`config.mk`:
```
export PLATFORM = sky130hd
export DESIGN_NAME = wide_compare_seq_flat
export DESIGN_NICKNAME = d
export VERILOG_FILES = /design/src/rtl/compare_pkg.sv /design/src/rtl/wide_compare_seq_if.sv /design/src/rtl/chunk_cmp.sv /design/src/rtl/wide_compare_seq.sv /design/src/flat_wrapper.sv
export SDC_FILE = /design/constraint.sdc
export NUM_CORES = 1
export LEC_CHECK = 0
export ABC_CLOCK_PERIOD_IN_PS = 4800
export CAP_MARGIN = 0
export CORE_MARGIN = 1
export CORE_UTILIZATION = 30
export CTS_CLUSTER_SIZE = 25
export DETAILED_ROUTE_END_ITERATION = 6
export SYNTH_ARGS = -nofsm -noshare
export SYNTH_HDL_FRONTEND = slang
export SYNTH_HIERARCHICAL = 1
export SYNTH_SLANG_ARGS = --single-unit
```
`constraint.sdc`:
```
create_clock -name clk -period 4.8 [get_ports clk]
set_input_delay 0.96 -clock clk [delete_from_list [all_inputs] [get_ports clk]]
set_output_delay 0.96 -clock clk [all_outputs]
set_load 0.01 [all_outputs]
```
`src/rtl/compare_pkg.sv`:
```
// rtl/compare_pkg.sv - shared types and result codes for the wide sequential comparator
package compare_pkg;

  typedef enum logic [1:0] {IDLE, SCAN, DONE} state_t;

  localparam logic [1:0] EQ = 2'd0;
  localparam logic [1:0] GT = 2'd1;
  localparam logic [1:0] LT = 2'd2;

  // Chunk index width; a single-chunk operand still needs a 1-bit index.
  function automatic int idx_width(input int nchunk);
    return (nchunk > 1) ? $clog2(nchunk) : 1;
  endfunction

endpackage

```
`src/rtl/wide_compare_seq_if.sv`:
```
// rtl/wide_compare_seq_if.sv - operand/result handshake bundle for wide_compare_seq
interface wide_compare_seq_if #(
  parameter int WIDTH = 256,
  parameter int CHUNK = 32
);
  localparam int IW = compare_pkg::idx_width(WIDTH / CHUNK);

  logic             in_valid;
  logic             in_ready;
  logic [WIDTH-1:0] a;
  logic [WIDTH-1:0] b;
  logic             flush;
  logic             out_valid;
  logic             out_ready;
  logic             equal;
  logic             greater;
  logic             less;
  logic             meets;
  logic [IW:0]      cycles;

  modport master (
    output in_valid, a, b, flush, out_ready,
    input  in_ready, out_valid, equal, greater, less, meets, cycles
  );

  modport slave (
    input  in_valid, a, b, flush, out_ready,
    output in_ready, out_valid, equal, greater, less, meets, cycles
  );
endinterface

```
`src/rtl/chunk_cmp.sv`:
```
// rtl/chunk_cmp.sv - combinational unsigned compare of one operand chunk
module chunk_cmp #(
  parameter int CHUNK = 32
) (
  input  logic [CHUNK-1:0] x,
  input  logic [CHUNK-1:0] y,
  output logic             eq,
  output logic             gt
);
  assign eq = (x == y);
  assign gt = (x > y);
endmodule

```
`src/rtl/wide_compare_seq.sv`:
```
// rtl/wide_compare_seq.sv - multi-cycle MSB-first unsigned comparator with early exit
module wide_compare_seq
  import compare_pkg::*;
#(
  parameter int WIDTH = 256,
  parameter int CHUNK = 32
) (
  input logic               clk,
  input logic               rst_n,
  wide_compare_seq_if.slave bus
);
  localparam int NCHUNK = WIDTH / CHUNK;
  localparam int IW     = idx_width(NCHUNK);
  localparam logic [IW-1:0] IDX_TOP  = IW'(NCHUNK - 1);
  localparam logic [IW:0]   NCHUNK_W = (IW + 1)'(NCHUNK);

  state_t           state;
  logic [WIDTH-1:0] a_q, b_q;
  logic [IW-1:0]    idx;
  logic             in_ready_q, out_valid_q;
  logic             equal_q, greater_q, less_q, meets_q;
  logic [IW:0]      cycles_q;

  // Shifting instead of an indexed part-select keeps the select legal when NCHUNK is 1.
  logic [WIDTH-1:0] a_sh, b_sh;
  logic             c_eq, c_gt;

  assign a_sh = a_q >> (CHUNK * int'(idx));
  assign b_sh = b_q >> (CHUNK * int'(idx));

  chunk_cmp #(.CHUNK(CHUNK)) u_chunk_cmp (
    .x  (a_sh[CHUNK-1:0]),
    .y  (b_sh[CHUNK-1:0]),
    .eq (c_eq),
    .gt (c_gt)
  );

  always_ff @(posedge clk or negedge rst_n) begin
    if (!rst_n) begin
      state       <= IDLE;
      a_q         <= '0;
      b_q         <= '0;
      idx         <= '0;
      in_ready_q  <= 1'b0;
      out_valid_q <= 1'b0;
      equal_q     <= 1'b0;
      greater_q   <= 1'b0;
      less_q      <= 1'b0;
      meets_q     <= 1'b0;
      cycles_q    <= '0;
    end else if (bus.flush) begin
      state       <= IDLE;
      in_ready_q  <= 1'b1;
      out_valid_q <= 1'b0;
      equal_q     <= 1'b0;
      greater_q   <= 1'b0;
      less_q      <= 1'b0;
      meets_q     <= 1'b0;
      cycles_q    <= '0;
    end else begin
      case (state)
        IDLE: begin
          if (in_ready_q && bus.in_valid) begin
            a_q        <= bus.a;
            b_q        <= bus.b;
            idx        <= IDX_TOP;
            in_ready_q <= 1'b0;
            state      <= SCAN;
          end else begin
            in_ready_q <= 1'b1;
          end
        end
        SCAN: begin
          if (!c_eq) begin
            greater_q   <= c_gt;
            less_q      <= !c_gt;
            meets_q     <= !c_gt;
            cycles_q    <= NCHUNK_W - {1'b0, idx};
            out_valid_q <= 1'b1;
            state       <= DONE;
          end else if (idx == '0) begin
            equal_q     <= 1'b1;
            meets_q     <= 1'b1;
            cycles_q    <= NCHUNK_W;
            out_valid_q <= 1'b1;
            state       <= DONE;
          end else begin
            idx <= idx - IW'(1);
          end
        end
        DONE: begin
          // Ready comes back on the cycle after the result is taken, never the same one.
          if (bus.out_ready) begin
            out_valid_q <= 1'b0;
            equal_q     <= 1'b0;
            greater_q   <= 1'b0;
            less_q      <= 1'b0;
            meets_q     <= 1'b0;
            cycles_q    <= '0;
            in_ready_q  <= 1'b1;
            state       <= IDLE;
          end
        end
        default: state <= IDLE;
      endcase
    end
  end

  assign bus.in_ready  = in_ready_q;
  assign bus.out_valid = out_valid_q;
  assign bus.equal     = equal_q;
  assign bus.greater   = greater_q;
  assign bus.less      = less_q;
  assign bus.meets     = meets_q;
  assign bus.cycles    = cycles_q;
endmodule

```
`src/flat_wrapper.sv`:
```
// flat-port wrapper written by rule: the top's interface ports become plain ports
module wide_compare_seq_flat import compare_pkg::*;
#(
  parameter int WIDTH = 256,
  parameter int CHUNK = 32
)
  (clk, rst_n, bus_in_valid, bus_a, bus_b, bus_flush, bus_out_ready, bus_in_ready, bus_out_valid, bus_equal, bus_greater, bus_less, bus_meets, bus_cycles);
  wide_compare_seq_if #(.WIDTH(WIDTH), .CHUNK(CHUNK)) bus_i ();
  input logic clk;
  input logic rst_n;
  input wire logic [$bits(bus_i.in_valid)-1:0] bus_in_valid;
  input wire logic [$bits(bus_i.a)-1:0] bus_a;
  input wire logic [$bits(bus_i.b)-1:0] bus_b;
  input wire logic [$bits(bus_i.flush)-1:0] bus_flush;
  input wire logic [$bits(bus_i.out_ready)-1:0] bus_out_ready;
  output wire logic [$bits(bus_i.in_ready)-1:0] bus_in_ready;
  output wire logic [$bits(bus_i.out_valid)-1:0] bus_out_valid;
  output wire logic [$bits(bus_i.equal)-1:0] bus_equal;
  output wire logic [$bits(bus_i.greater)-1:0] bus_greater;
  output wire logic [$bits(bus_i.less)-1:0] bus_less;
  output wire logic [$bits(bus_i.meets)-1:0] bus_meets;
  output wire logic [$bits(bus_i.cycles)-1:0] bus_cycles;
  assign bus_i.in_valid = bus_in_valid;
  assign bus_i.a = bus_a;
  assign bus_i.b = bus_b;
  assign bus_i.flush = bus_flush;
  assign bus_i.out_ready = bus_out_ready;
  assign bus_in_ready = bus_i.in_ready;
  assign bus_out_valid = bus_i.out_valid;
  assign bus_equal = bus_i.equal;
  assign bus_greater = bus_i.greater;
  assign bus_less = bus_i.less;
  assign bus_meets = bus_i.meets;
  assign bus_cycles = bus_i.cycles;
  wide_compare_seq #(.WIDTH(WIDTH), .CHUNK(CHUNK)) u_core (.clk(clk), .rst_n(rst_n), .bus(bus_i));
endmodule
```
==> results.cfg, run 1 <==
[worst_setup_path]
startpoint = u_core/idx[0]$_DFFE_PN0P_
rr_endpoint = u_core/bus.cycles[1]$_DFFE_PN0P_
crit_buf_inv = 2
ff2ff_setup_slack_ns = 0.58
crit_type = reg -> reg
crit_path_end_kind = flip-flop
cp_common_cell = nand2_1
rr_startpoint = u_core/idx[0]$_DFFE_PN0P_
arrival_ns = 4.72
r2r_cells = 12
crit_end = u_core/bus.cycles[1]$_DFFE_PN0P_
slowest_stage = mux4_2
crit_path_max_fanout = 41
cp_top_family = simple AND/OR/NAND/NOR gates
worst-path-stages = 12
start_kind = flip-flop
path_cells = buf_12 > buf_4 > mux4_2 > nand2_1 > nand2_1 > ha_1 > nand4_1 > nor3_1 > and3_1 > nand2b_1 > a311oi_2 > mux2_2
worst_path_largest_cell_delay_ns = 0.55
required_ns = 5.31

[clock_tree]
cts_tree = yes
cts_resized = 0
htreeDepth = 2
ctsHoldBuffers = 0
clock-sinks = 527
worstSkewPairLatency_ns = 0.63
cts-root-buf = clkbuf_16
cts_setup_buffers = 0
cts_buffer_depth = 3
clk_pin_slew_worst_paths_ns = 0.06
numCtsBuffers = 61

[power_and_ir_drop]
p_per_area_nw_per_um2 = 430.1
irDropWorstVdd_mv = 0.2760
leakage_nw = 15.25
pwr-share-clk = 0.332
switching_power_w = 0.003950
pwr-share-comb = 0.252
internal_power_w = 0.01105
switching_share = 0.2634
p_seq_frac = 0.416

[timing]
setup_viol = 0
setup_tns_ns = 0
clock_skew_ns = 0.02708
slew_violations = 0
post-route-period-util = 0.8783
hold_viol_final = 0
max_freq_mhz = 237.2
rsz0062_at_grt = no
fin_ws_ns = 0.5842
maxSlewHeadroom = 0.4082
period_minus_slack_ns = 4.216
worst_pin_slew_ns = 0.8876
whs_ns = 0.3586

[synthesis]
synth_area_um2 = 26560
ys_seq_area_frac = 0.4965
synth-async-reset-ratio = 1.000
synth.area.top_cells = dfrtp_1 50%, mux2_4 23%, mux4_2 11%
synth_warnings = 6
ys_ff_latch = 527
synth_common_cells = 527 x dfrtp_1, 400 x mux2_4, 196 x nand2_1, 128 x mux4_2, 109 x mux2_2
ys_types = 51
yosys.area.top_type = dfrtp_1
synth-edff-count = 0
synthFlopType = dfrtp_1
synth_top_cell_area_share = 0.4965
synth_most_common_cell = dfrtp_1
postSynthAreaPerCell_um2 = 16.32
synthCells = 1628
synth_nets = 2180

[status]
outcome = finished clean

[place]
post-place-ws_ns = 0.4633
io_buffers = 526
hpwl_mm = 62.99
place_area_um2 = 32680
gp_congestion = 0.8435

[drt]
wirelength_mm = 82.93
drt_pass1_iterations = 6
ant_nets = 0
vias_per_cell = 4.688
detail_route.wl_per_cell_um = 24.48
drc = 0
dr.first_iter.drc_count = 834
vias = 15880

[floorplan]
start_util = 0.3043
boundaryPins = 527
die_w_um = 299.6
num_rows = 108
die_h_um = 299.6
core_um2 = 87290
dieArea_um2 = 89740

[layout]
layout-drive-gt1-share = 0.3656
fin_area_um2 = 34870
area_growth_syn_to_layout_pct = 31.27
layout.nets = 2719

[global_routing]
antenna_found_initial = 25
grt_max_degree = 101
grt_pass1_wl_mm = 120.8
grt_usage = 0.1837
grt_overflow = 0
grt_pass1_vias = 17770

[hold_path]
hold_path.class = in -> async

[flow_run]
drv_cap = 0
-- metal layers --
| metal | wire, um | GRT usage | up-vias | share of wire |
|---|---|---|---|---|
| met5 | 154 | 0 | - | 0.0019 |
| met4 | 2143 | 0.05637 | 28 | 0.026 |
| met3 | 5294 | 0.04762 | 139 | 0.064 |
| met2 | 40430 | 0.3030 | 461 | 0.49 |
| met1 | 34910 | 0.2356 | 8250 | 0.42 |
| li1 | - | - | 6999 | - |
-- layout make-up --
class,instances,area (um2)
Clock buffer,87,1787
Antenna cell,14,35.03
Inverter,37,138.9
Timing Repair Buffer,580,5888
Clock inverter,27,364.1
Tap cell,1155,1445
Fill cell,8083,52430
Sequential cell,527,13200
Multi-Input combinational cell,960,12010
-- state kept, by name (all words and copies together), names as in the netlist --
name	flops
u_core/a_q	256
u_core/bus.in_ready	1
u_core/state	2
u_core/bus.out_valid	1
u_core/bus.meets	1
u_core/bus.less	1
u_core/bus.greater	1
u_core/idx	3
u_core/b_q	256
u_core/bus.equal	1
u_core/bus.cycles	4
-- through the flow --
step	power, W	util	cells
3_5_place_dp	0.01011	0.3744	3259
3_3_place_gp	0.009994	0.3744	3259
2_1_floorplan	0.008719	-	1628
4_1_cts	0.01518	0.3990	3373
5_1_grt	0.01571	0.3993	3381
6_report	0.01500	0.3994	3387
-- worst register-to-register path, stage by stage, from the launching register on --
cell and delay (ns):
dfrtp_4 0.47, buf_12 0.28, buf_4 0.42, mux4_2 0.55, nand2_1 0.09, nand2_1 0.13
ha_1 0.33, nand4_1 0.13, nor3_1 0.37, and3_1 0.28, nand2b_1 0.12, a311oi_2 0.53
mux2_2 0.40
-- kinds of logic (layout without fill, tap and decap cells) --
kind of cell,count (synthesis),in the layout,share of synthesized area
AOI/OAI and AO/OA,37,37,0.01036
adders and majority gates,35,35,0.01649
buffers and inverters,141,731,0.05134
DFF,527,527,0.4965
muxes,647,647,0.3851
other,0,14,0
and+or+nand+nor,241,241,0.04027
-- layout by cell type (no fill, tap or decap), drive strengths merged, types with 2 or more instances in the layout --
cell type / synthesis / routed
dfrtp: 527 / 527
clkdlybuf4s50: 0 / 525
mux2: 519 / 519
nand2: 196 / 196
mux4: 128 / 128
clkbuf: 27 / 87
buf: 77 / 55
inv: 37 / 40
ha: 35 / 35
diode: 0 / 14
a21oi: 13 / 13
clkinv: 0 / 13
bufinv: 0 / 8
nor3: 8 / 8
nand4: 8 / 8
a21o: 6 / 6
nand3: 6 / 6
nor2b: 4 / 4
nor2: 4 / 4
clkinvlp: 0 / 3
nor3b: 3 / 3
or2: 2 / 2
nor4b: 2 / 2
a31oi: 2 / 2
a211oi: 2 / 2
nor4: 2 / 2
a21boi: 2 / 2
-- how the worst min path moves through the flow --
stage | start | end | slack [ns] | cells past startpoint
6_report | rst_n | u_core/b_q[117]$_DFFE_PN0P_ | 0.36 | 1
5_1_grt | rst_n | u_core/b_q[53]$_DFFE_PN0P_ | 0.41 | 1
4_1_cts | rst_n | u_core/b_q[117]$_DFFE_PN0P_ | 0.43 | 1
3_5_place_dp | u_core/a_q[86]$_DFFE_PN0P_ | u_core/a_q[86]$_DFFE_PN0P_ | 0.47 | 1
3_3_place_gp | u_core/a_q[85]$_DFFE_PN0P_ | u_core/a_q[85]$_DFFE_PN0P_ | 0.46 | 1
2_1_floorplan | u_core/a_q[78]$_DFFE_PN0P_ | u_core/a_q[78]$_DFFE_PN0P_ | 0.45 | 1
-- power groups by stage --
stage	Sequential, W	Combinational (W)	Clock, W
floorplan	0.00602	0.00270	0
global placement	0.00627	0.00372	0
detailed placement	0.00631	0.00379	0
CTS	0.00625	0.00383	0.00510
global route	0.00638	0.00405	0.00528
finish	0.00625	0.00378	0.00497
No activity file was read; power rests on OpenSTA's default activity.
==> run 2, diff against run 1 <==
RECOVER_POWER = 100   (was not set)
SKIP_CTS_REPAIR_TIMING = 1   (was not set)
==> run 2 against run 1 <==
The run now ends with capacitance limit, slew limit left. Count of clock-buffer cells in the layout stayed put. Cell count about the same. Global-route usage stayed put. Clock power hardly changed. Clock skew about the same. Register-to-register slack got worse by 0.06 ns. Worst hold slack better by 0.12 ns. Combinational power fell by 20%. Core utilization is 1.9 points lower. Final area shrank 4.7%.
==> results.cfg, run 2 (synthesized netlist as in run 1, its figures left out) <==
[status]
outcome = finished with violations
violations = capacitance limit, slew limit

[worst_setup_path]
crit_path_end_kind = flip-flop
required_ns = 5.33
start_kind = flip-flop
arrival_ns = 4.81
crit_path_max_fanout = 41
crit_type = reg -> reg

[timing]
max_freq_mhz = 234.0
setup_viol = 0
maxSlewHeadroom = -0.8765
rsz0062_at_grt = no
worst_pin_slew_ns = 2.815
hold_viol_final = 0
period_minus_slack_ns = 4.273
slew_violations = 147
clock_skew_ns = 0.02708
post-route-period-util = 0.8901
setup_tns_ns = 0

[drt]
vias_per_cell = 4.659
dr.first_iter.drc_count = 742
drt_pass1_iterations = 4
vias = 15780
detail_route.wl_per_cell_um = 24.16
drc = 0
ant_nets = 0
wirelength_mm = 81.87

[clock_tree]
clock-sinks = 527
cts_buffer_depth = 3
cts-root-buf = clkbuf_16
htreeDepth = 2
numCtsBuffers = 61
clk_pin_slew_worst_paths_ns = 0.06
cts_tree = yes
worstSkewPairLatency_ns = 0.63

[layout]
area_growth_syn_to_layout_pct = 25.09
mostFrequentLayoutCells = 524 x dfrtp_1, 514 x clkdlybuf4s50_1, 384 x mux2_1, 196 x nand2_1, 128 x mux4_2
layout-drive-gt1-share = 0.1894
final_core_util = 0.3806
n_fill_cell = 8522
mostFrequentLayoutCell = dfrtp_1
layout.nets = 2719

[place]
gp_congestion = 0.8435
io_buffers = 526
hpwl_mm = 62.99

[global_routing]
grt_overflow = 0
grt_max_degree = 101
grt_pass1_vias = 17770
met3_usage = 0.04762
busiest_layer = met2
grt_usage = 0.1837
grtUsageMet1 = 0.2356
antenna_found_initial = 27
use_met2 = 0.3030
grt_pass1_wl_mm = 120.8

[floorplan]
num_rows = 108
die_w_um = 299.6
die_h_um = 299.6
boundaryPins = 527
start_util = 0.3043
dieArea_um2 = 89740
core_um2 = 87290

[power_and_ir_drop]
power_w = 0.01419
leakage_nw = 13.97
irDropWorstVdd_mv = 0.2757
p_per_area_nw_per_um2 = 427.1

[flow_run]
drv_cap = 3

[hold_path]
hold_path.class = reg -> reg
-- run 2: path summary, 6_finish.rpt --
check | startpoint | slack (ns) | to | cells after the start
min in group asynchronous | rst_n | 1.17 | u_core/b_q[117]$_DFFE_PN0P_ | 1
max in group asynchronous | rst_n | 0.97 | u_core/a_q[127]$_DFFE_PN0P_ | 2
setup reg to reg | u_core/idx[0]$_DFFE_PN0P_ | 0.53 | u_core/idx[1]$_DFFE_PN0P_ | 13
hold / removal | u_core/b_q[197]$_DFFE_PN0P_ | 0.48 | u_core/b_q[197]$_DFFE_PN0P_ | 1
hold reg to reg | u_core/b_q[197]$_DFFE_PN0P_ | 0.48 | u_core/b_q[197]$_DFFE_PN0P_ | 1
setup / recovery | u_core/idx[0]$_DFFE_PN0P_ | 0.53 | u_core/idx[1]$_DFFE_PN0P_ | 13
-- run 2: routing by layer --
metal	part of all wire	vias up	wire length, um
met5	0.0019	-	159
met4	0.028	28	2286
met1	0.42	8157	34210
met3	0.066	146	5398
met2	0.49	449	39820
li1	-	7003	-
-- run 2: area by class of cell --
class	instances	area [um2]	area share
inverters	37	138.9	0.004180
multi-input cells	960	10580	0.3185
well taps	1155	1445	0.04349
repair buffers	580	5673	0.1707
flip-flops and latches	527	13200	0.3972
clock inverters	27	364.1	0.01096
clock buffers	87	1787	0.05377
diodes	15	37.54	0.001130
-- run 2: per-stage QoR --
step / hold WS (ns) / cells / instance area (um2) / worst slack, ns
5_1_grt: 0.4987 / 3381 / 33210 / 0.1826
3_5_place_dp: 0.4693 / 3259 / 32680 / 0.4633
4_1_cts: 0.4316 / 3373 / 34830 / 0.4378
3_3_place_gp: 0.4646 / 3259 / 32680 / 0.5618
6_report: 0.4813 / 3388 / 33230 / 0.5274
2_1_floorplan: 0.4524 / 1628 / 26560 / 1.156
-- run 2: where the power goes --
| part | switching (W) | internal (W) |
|---|---|---|
| clock | 0.00195 | 0.00301 |
| combinational | 0.00125 | 0.00179 |
| sequential | 0.000621 | 0.00556 |
-- run 2: critical path: stages (launching register included) --
cell       delay [ns]
dfrtp_4          0.47
buf_12           0.28
buf_4            0.26
mux4_2           0.51
nand2_1          0.08
nand2_1          0.12
ha_1             0.37
nand4_1          0.13
nor3_1           0.36
and3_1           0.28
clkbuf_1         0.36
nand3b_1         0.25
o22ai_1          0.34
a2bb2oi_1        0.23
==> run 3, diff against run 2 <==
CORE_UTILIZATION = 50   (was 30)
CTS_CLUSTER_DIAMETER = 200   (was not set)
PLACE_DENSITY = 0.78   (was not set)
==> run 3 against run 2 <==
The flow still finishes with violations (capacitance limit, slew limit). Global-route usage grew 9.0 points. Maximum frequency decreased by 4.0%. Worst hold slack improved by 0.0086 ns. Clock power fell by 52%. Setup slack worse by 0.18 ns. Routed wire length shrank 11%. Register-to-register slack got worse by 0.17 ns. Sequential power is essentially flat. Core utilization up 21 points. Count of clock-buffer cells in the layout fell by 60. Die area fell by 40%. Critical path type is now in -> reg. Critical endpoint is now u_core/b_q[162]$_DFFE_PN0P_. Largest power group unchanged.
==> results.cfg, run 3 (synthesized netlist as in run 1, its figures left out) <==
[clock_tree]
clock-sinks = 527
clk_pin_slew_worst_paths_ns = 0.09
cts_buffer_depth = 3
cts_tree = yes
worstSkewPairLatency_ns = 0.60
cts-root-buf = clkbuf_16
numCtsBuffers = 25
htreeDepth = 1

[drt]
drt_pass1_iterations = 5
dr.first_iter.drc_count = 1014
ant_nets = 0
vias = 15720
vias_per_cell = 5.546
wirelength_mm = 73.07
drc = 0
detail_route.wl_per_cell_um = 25.77

[power_and_ir_drop]
irDropWorstVdd_mv = 0.2283
leakage_nw = 13.24
power_w = 0.01156
p_per_area_nw_per_um2 = 370.9

[floorplan]
die_h_um = 232.5
start_util = 0.5055
num_rows = 84
boundaryPins = 527
die_w_um = 232.5
dieArea_um2 = 54050
core_um2 = 52550

[timing]
rsz0062_at_grt = no
whs_ns = 0.4899
clock_skew_ns = 0.03343
post-route-period-util = 0.9268
setup_viol = 0
hold_viol_final = 0
setup_tns_ns = 0
worst_pin_slew_ns = 3.364
maxSlewHeadroom = -1.243
period_minus_slack_ns = 4.449
slew_violations = 320
max_freq_mhz = 224.8

[flow_run]
drv_cap = 4

[place]
dp.cells = 2782
place_area_um2 = 32020
gp_congestion = 0.8874
hpwl_mm = 56.61
io_buffers = 526

[worst_setup_path]
crit_path_max_fanout = 50
start_kind = input port
required_ns = 5.26
arrival_ns = 4.91
crit_type = in -> reg
crit_path_end_kind = flip-flop

[global_routing]
antenna_found_initial = 26
grt_pass1_vias = 17390
grt_overflow = 0
grt_max_degree = 121
grt_usage = 0.2740
grt_pass1_wl_mm = 109.9

[status]
outcome = finished with violations
violations = capacitance limit, slew limit

[layout]
fin_area_um2 = 31160
area_growth_syn_to_layout_pct = 17.31
layout-drive-gt1-share = 0.1625
layout.nets = 2673
mostFrequentLayoutCell = dfrtp_1
stdcell_count = 2835
mostFrequentLayoutCells = 524 x dfrtp_1, 514 x clkdlybuf4s50_1, 386 x mux2_1, 196 x nand2_1, 128 x mux4_2

[hold_path]
hold_path.class = reg -> reg
==> run 3: critical path, stage by stage <==
cell,delay [ns]
dlygate4sd3_1,0.74
nor2_1,0.75
clkbuf_2,0.90
clkbuf_2,1.11
mux2_1,0.40
==> run 3: area by class of cell <==
class / instances / area [um2]
well taps: 688 / 860.8
fillers: 4345 / 21390
multi-input cells: 960 / 10590
clock inverters: 2 / 38.79
diodes: 24 / 60.06
clock buffers: 27 / 633.1
flip-flops and latches: 527 / 13200
inverters: 37 / 138.9
repair buffers: 570 / 5647
==> run 3: where the power goes <==
group / internal [W] / leakage (nW) / switching [W] / total, W
clock network: 0.000957 / 0.327 / 0.00142 / 0.00238
logic: 0.00179 / 6.69 / 0.00119 / 0.00298
registers: 0.00555 / 6.22 / 0.000649 / 0.00620
==> run 3: final timing paths <==
check | start | endpoint | slack (ns) | cells past startpoint
setup / recovery | bus_flush | u_core/b_q[162]$_DFFE_PN0P_ | 0.35 | 5
hold / removal | u_core/b_q[75]$_DFFE_PN0P_ | u_core/b_q[75]$_DFFE_PN0P_ | 0.49 | 1
setup reg to reg | u_core/idx[0]$_DFFE_PN0P_ | u_core/bus.meets$_DFFE_PN0P_ | 0.36 | 13
hold reg to reg | u_core/b_q[75]$_DFFE_PN0P_ | u_core/b_q[75]$_DFFE_PN0P_ | 0.49 | 1
max in group asynchronous | rst_n | u_core/b_q[39]$_DFFE_PN0P_ | 0.87 | 2
min in group asynchronous | rst_n | u_core/b_q[75]$_DFFE_PN0P_ | 1.44 | 1
==> run 3: metal layers <==
metal,part of all wire,GRT usage,vias up
met1,0.42,0.3781,8236
li1,-,-,6872
met3,0.055,0.04534,105
met2,0.49,0.4406,503
met5,0.00056,0,-
met4,0.032,0.09293,6
==> run 3: stage by stage <==
| stage | setup slack, ns | util |
|---|---|---|
| floorplan | 1.156 | - |
| global placement | 0.3322 | 0.6093 |
| detailed placement | 0.1899 | 0.6093 |
| CTS | 0.1545 | 0.6221 |
| global route | 0.07881 | 0.5928 |
| finish | 0.3511 | 0.5930 |
